## src/rtl/wb_trace_buffer.sv

```systemverilog
// Writeback trace buffer: stamps every retired register-file write and queues it in a
// show-ahead FIFO drained over valid/ready. Optional WB_TRACE_SKIP_R0_EN filters $zero writes.
module wb_trace_buffer #(
    parameter int unsigned DEPTH   = 16,
    parameter int unsigned STAMP_W = 16
) (
    input  logic                     clk,
    input  logic                     rst_n,
    input  logic                     wb_en,
    input  logic [4:0]               wb_reg,
    input  logic [31:0]              wb_data,
    input  logic                     clr,
    output logic                     rd_valid,
    input  logic                     rd_ready,
    output logic [STAMP_W-1:0]       rd_stamp,
    output logic [4:0]               rd_reg,
    output logic [31:0]              rd_data,
    output logic [$clog2(DEPTH):0]   count,
    output logic                     overflow,
    output logic [7:0]               drop_cnt
);

    localparam int unsigned AW = $clog2(DEPTH);
    localparam int unsigned CW = AW + 1;
    localparam logic [CW-1:0] FULL_COUNT = CW'(DEPTH);

    logic [STAMP_W-1:0] stamp_q;

    logic [STAMP_W-1:0] stamp_mem [DEPTH];
    logic [4:0]         reg_mem   [DEPTH];
    logic [31:0]        data_mem  [DEPTH];

    logic [AW-1:0] wr_ptr_q, wr_ptr_d;
    logic [AW-1:0] rd_ptr_q, rd_ptr_d;
    logic [CW-1:0] count_q, count_d;
    logic          overflow_q, overflow_d;
    logic [7:0]    drop_cnt_q, drop_cnt_d;

    logic push_req;
    logic empty;
    logic full;
    logic do_pop;
    logic do_push;
    logic do_drop;

`ifdef WB_TRACE_SKIP_R0_EN
    assign push_req = wb_en && (wb_reg != 5'd0);
`else
    assign push_req = wb_en;
`endif

    // Free-running cycle stamp; deliberately untouched by clr.
    always_ff @(posedge clk or negedge rst_n) begin
        if (!rst_n) begin
            stamp_q <= '0;
        end else begin
            stamp_q <= stamp_q + STAMP_W'(1);
        end
    end

    assign empty = (count_q == '0);
    assign full  = (count_q == FULL_COUNT);

    // A pop at full frees the slot the simultaneous push needs, so nothing is dropped.
    always_comb begin
        do_pop  = !clr && !empty && rd_ready;
        do_push = !clr && push_req && (!full || do_pop);
        do_drop = !clr && push_req && full && !do_pop;
    end

    always_comb begin
        wr_ptr_d   = wr_ptr_q;
        rd_ptr_d   = rd_ptr_q;
        count_d    = count_q;
        overflow_d = overflow_q;
        drop_cnt_d = drop_cnt_q;
        if (clr) begin
            wr_ptr_d   = '0;
            rd_ptr_d   = '0;
            count_d    = '0;
            overflow_d = 1'b0;
            drop_cnt_d = '0;
        end else begin
            if (do_push) begin
                wr_ptr_d = wr_ptr_q + AW'(1);
            end
            if (do_pop) begin
                rd_ptr_d = rd_ptr_q + AW'(1);
            end
            unique case ({do_push, do_pop})
                2'b10:   count_d = count_q + CW'(1);
                2'b01:   count_d = count_q - CW'(1);
                default: count_d = count_q;
            endcase
            if (do_drop) begin
                overflow_d = 1'b1;
                if (drop_cnt_q != 8'hff) begin
                    drop_cnt_d = drop_cnt_q + 8'd1;
                end
            end
        end
    end

    always_ff @(posedge clk or negedge rst_n) begin
        if (!rst_n) begin
            wr_ptr_q   <= '0;
            rd_ptr_q   <= '0;
            count_q    <= '0;
            overflow_q <= 1'b0;
            drop_cnt_q <= '0;
        end else begin
            wr_ptr_q   <= wr_ptr_d;
            rd_ptr_q   <= rd_ptr_d;
            count_q    <= count_d;
            overflow_q <= overflow_d;
            drop_cnt_q <= drop_cnt_d;
        end
    end

    // Storage is intentionally not reset; the read mux hides stale contents while empty.
    always_ff @(posedge clk) begin
        if (do_push) begin
            stamp_mem[wr_ptr_q] <= stamp_q;
            reg_mem[wr_ptr_q]   <= wb_reg;
            data_mem[wr_ptr_q]  <= wb_data;
        end
    end

    always_comb begin
        rd_valid = !empty;
        count    = count_q;
        overflow = overflow_q;
        drop_cnt = drop_cnt_q;
        rd_stamp = '0;
        rd_reg   = '0;
        rd_data  = '0;
        if (!empty) begin
            rd_stamp = stamp_mem[rd_ptr_q];
            rd_reg   = reg_mem[rd_ptr_q];
            rd_data  = data_mem[rd_ptr_q];
        end
    end

endmodule

```

## config.mk

```make
export PLATFORM = sky130hd
export DESIGN_NAME = wb_trace_buffer
export DESIGN_NICKNAME = d
export VERILOG_FILES = /design/src/rtl/wb_trace_buffer.sv
export SDC_FILE = /design/constraint.sdc
export NUM_CORES = 1
export LEC_CHECK = 0
export ABC_AREA = 1
export CAP_MARGIN = 20
export CORE_MARGIN = 5
export CORE_UTILIZATION = 55
export DETAILED_ROUTE_END_ITERATION = 10
export GPL_ROUTABILITY_DRIVEN = 0
export PLACE_DENSITY = 0.75
export SYNTH_ARGS = -nofsm -noshare
export SYNTH_HDL_FRONTEND = slang
export SYNTH_SLANG_ARGS = --single-unit
```

## constraint.sdc

```tcl
create_clock -name clk -period 3.7 [get_ports clk]
set_clock_uncertainty 0.05 [all_clocks]
set_input_delay 0.37 -clock clk [delete_from_list [all_inputs] [get_ports clk]]
set_output_delay 0.37 -clock clk [all_outputs]
set_load 0.02 [all_outputs]
```

==> results.txt <==
VDD IR max: 0.318 mV
Post-route cell area: 39900 um2
Via/cell ratio: 6.34
IO Count: 110
DRC errors left: 0
# Max-Cap Violations: 0
Yosys top cell area share: 73.4%
IO buf count: 109
Fmax: 0.275 GHz
Starting Density: 55.3%
Worst skew pair latency: 630 ps
Share of cells above drive strength 1: 9.08%
Sequential share of power: 53.0%
DR iter-0 viols: 2754
Drt wl/cell: 24.3 um
Combinational fraction of design power: 8.1%
FF/Latch Area: 26400 um2
Placed instance area: 37100 um2
DP Wirelength: 43.0 mm
Cell taking the most area after synthesis: edfxtp_1
Mapped Cells: 2501
Setup crit end kind: output pin
Status: finished clean
Mean Syn Cell Area: 13.9 um2
Remaining Overflow, GRT: 0
Leakage: 13.0 nW
Synth top area cells: edfxtp_1, o21ai_0, nor2_1
# fillers: 4289
Syn Nets: 2552
Rel. slew slack: 34.3%
Worst EP required: 3280 ps
Fin. max-slew vios: 0
CORE AREA: 62700 um2
P per Cell Area: 522 nW/um2
DRT Pass-1 Iters: 6
CTS H-tree depth: 3
Worst Setup Path Type: reg2out
Die Span Y: 261 um
Area of the multi-input gates: 7500 um2
Yosys cell types: 35
CTS Buffer Depth: 3
P_sw: 4.81 mW
Root Buffer: clkbuf_16
CTS clock-pin slew for the worst setup and hold paths: 60 ps
Sequential area share after synthesis: 76.1%
CTS tree: built
Startpoint types: flip-flop
Final hold violation count: 0
Via count: 22300
Worst slew pin tran: 985 ps
Final setup fails: 0
All-Layer GR Usage: 24.8%
Sw Ratio: 23.1%
Die Width: 261 um
Vias in the first global route: 22500
Clock share of power: 39.0%
Detail Route Antenna Nets: 0
RSZ-0062 raised after global routing: false
Nets: 2647
CP Max Fanout: 42
Mapped Area: 34700 um2
First-pass GRT wire length: 130 mm
Fin crit share: 98.4%
Initial antenna violation count: 0
Post-Route WL: 85.4 mm
Clock sinks: 886
Largest net degree at the start of global routing: 79
Number of buffers created by CTS: 86
Yosys warnings: 0
Hold WS: 391 ps
Hold/Removal Path Class: in2async
Die area: 68200 um2
Final worst path period need: 3640 ps
Worst EP arrival: 3220 ps
Syn-to-layout area delta: 15.1%
Core Rows: 92
Int Power: 16.0 mW
Register bit total from synthesis: 886
[path summary, 6_finish.rpt]
check                                        startpoint                        end  slack (ps)  depth (start not counted)
min in group clk                   count[4]$_DFFE_PN0P_       count[4]$_DFFE_PN0P_         480                          2
worst min-delay path                              rst_n       stamp_q[2]$_DFF_PN0_         390                          2
worst min register to register     count[4]$_DFFE_PN0P_       count[4]$_DFFE_PN0P_         480                          2
worst max-delay path            rd_ptr_q[1]$_DFFE_PN0P_                 rd_data[2]          60                          8
max in group asynchronous                         rst_n    rd_ptr_q[1]$_DFFE_PN0P_        2490                          2
worst max register to register     count[2]$_DFFE_PN0P_  stamp_mem[9][9]$_DFFE_PP_        1140                          7
[per-stage QoR]
step	TNS [ps]	setup WS (ps)	power [mW]	utilization, %	std cells
finish	0	60.8	20.9	63.7	3517
global route	0	4.27	21.5	63.6	3512
CTS	-10.9	-10.9	20.9	63.5	3509
detailed placement	0	425	12.9	59.1	3347
global placement	0	504	12.8	59.1	3347
floorplan	-99700	-155	12.2	-	2501
[Yosys cell counts]
| master | number |
|---|---|
| nor3b_1 | 1 |
| buf_4 | 8 |
| o21ai_1 | 5 |
| a21oi_1 | 55 |
| nor2_4 | 1 |
| buf_6 | 5 |
| nand2_1 | 55 |
| nor3_2 | 2 |
| nor3_1 | 4 |
| o221ai_1 | 153 |
| dfrtp_1 | 38 |
| xor2_1 | 13 |
| clkinv_2 | 1 |
| a31oi_1 | 2 |
| o21ai_0 | 434 |
| and3_1 | 1 |
| edfxtp_1 | 848 |
| nand3_1 | 69 |
| nand3_2 | 1 |
| inv_1 | 30 |
| nand3b_1 | 1 |
| o211ai_1 | 59 |
| nor2_1 | 456 |
| inv_2 | 2 |
| ha_1 | 9 |
| o31ai_1 | 2 |
| nor2_2 | 1 |
| xnor2_1 | 6 |
| clkbuf_1 | 120 |
| a21oi_2 | 1 |
| o22ai_1 | 61 |
| buf_2 | 42 |
| buf_1 | 7 |
| nand4_1 | 7 |
| nand2_2 | 1 |
[area by class of cell]
type / instances / share of cell area (%)
clock buffer: 108 / 5.75
timing repair buffer: 189 / 5.45
tap: 846 / 2.65
antenna: 5 / 0.0313
clock inverter: 50 / 0.771
sequential: 886 / 66.2
inverter: 33 / 0.382
multi-input combinational: 1400 / 18.8
[registers in the layout, indices dropped and copies added, names as in the netlist, 4 cells and up]
signal,count
reg_mem,80
count,5
rd_ptr_q,4
drop_cnt,8
stamp_q,16
data_mem,512
stamp_mem,256
wr_ptr_q,4
[critical path, stage by stage (launching register included)]
cell	delay, ps
dfrtp_4	580
inv_4	180
buf_12	250
buf_4	210
o21ai_0	120
o221ai_1	230
nand3_1	150
a21oi_1	190
clkdlybuf4s50_1	650
[power by group through the flow]
stage | registers [mW] | logic, mW | clock network (mW)
finish | 11.0 | 1.69 | 8.13
global route | 11.0 | 1.82 | 8.65
CTS | 11.1 | 1.65 | 8.22
detailed placement | 11.3 | 1.59 | 0
global placement | 11.3 | 1.54 | 0
floorplan | 11.3 | 0.943 | 0
[layout by cell type, fill, tap and decap left out, types with 3 or more instances in the layout]
cell type        instances
a21oi_1                 47
a21oi_2                  9
buf_12                  27
buf_4                   42
clkbuf_1                18
clkbuf_16               88
clkdlybuf4s50_1         86
clkinv_1                18
clkinv_2                19
clkinvlp_4               7
dfrtp_1                 34
dfrtp_4                  3
diode_2                  5
dlygate4sd2_1            4
dlymetal6s2s_1          18
edfxtp_1               848
ha_1                     9
inv_1                   28
inv_2                    3
nand2_1                 55
nand3_1                 69
nand4_1                  7
nor2_1                 440
nor2_4                  17
nor3_1                   4
o211ai_1                59
o21ai_0                434
o21ai_1                  5
o221ai_1               153
o22ai_1                 61
xnor2_1                  6
xor2_1                  13
[cells by family (layout without fill, tap and decap cells)]
logic type / after synthesis / after routing / synth area share, %
compound gates: 772 / 772 / 13.5
xor+xnor: 19 / 19 / 0.480
fa+ha+maj: 9 / 9 / 0.325
buf+inv: 215 / 380 / 2.68
flops: 886 / 886 / 76.1
other cells: 0 / 5 / 0
simple gates: 600 / 600 / 6.92
[routing by layer]
metal | vias to the layer above | wire length [um] | global-route usage [%]
met4 | 0 | 2090 | 8.77
met3 | 162 | 8360 | 4.49
met1 | 11100 | 33300 | 34.4
met2 | 1279 | 41700 | 40.3
met5 | - | 0 | 0
li1 | 9767 | - | -
[timing repair]
item,4_1_cts,5_1_grt
hold buffers,1,0
gates cloned,2,0
setup buffers,1,3
gates resized for setup,17,25
hold endpoints to repair,38,0
setup endpoints to repair,36,31
No activity file was read; power rests on OpenSTA's default activity.
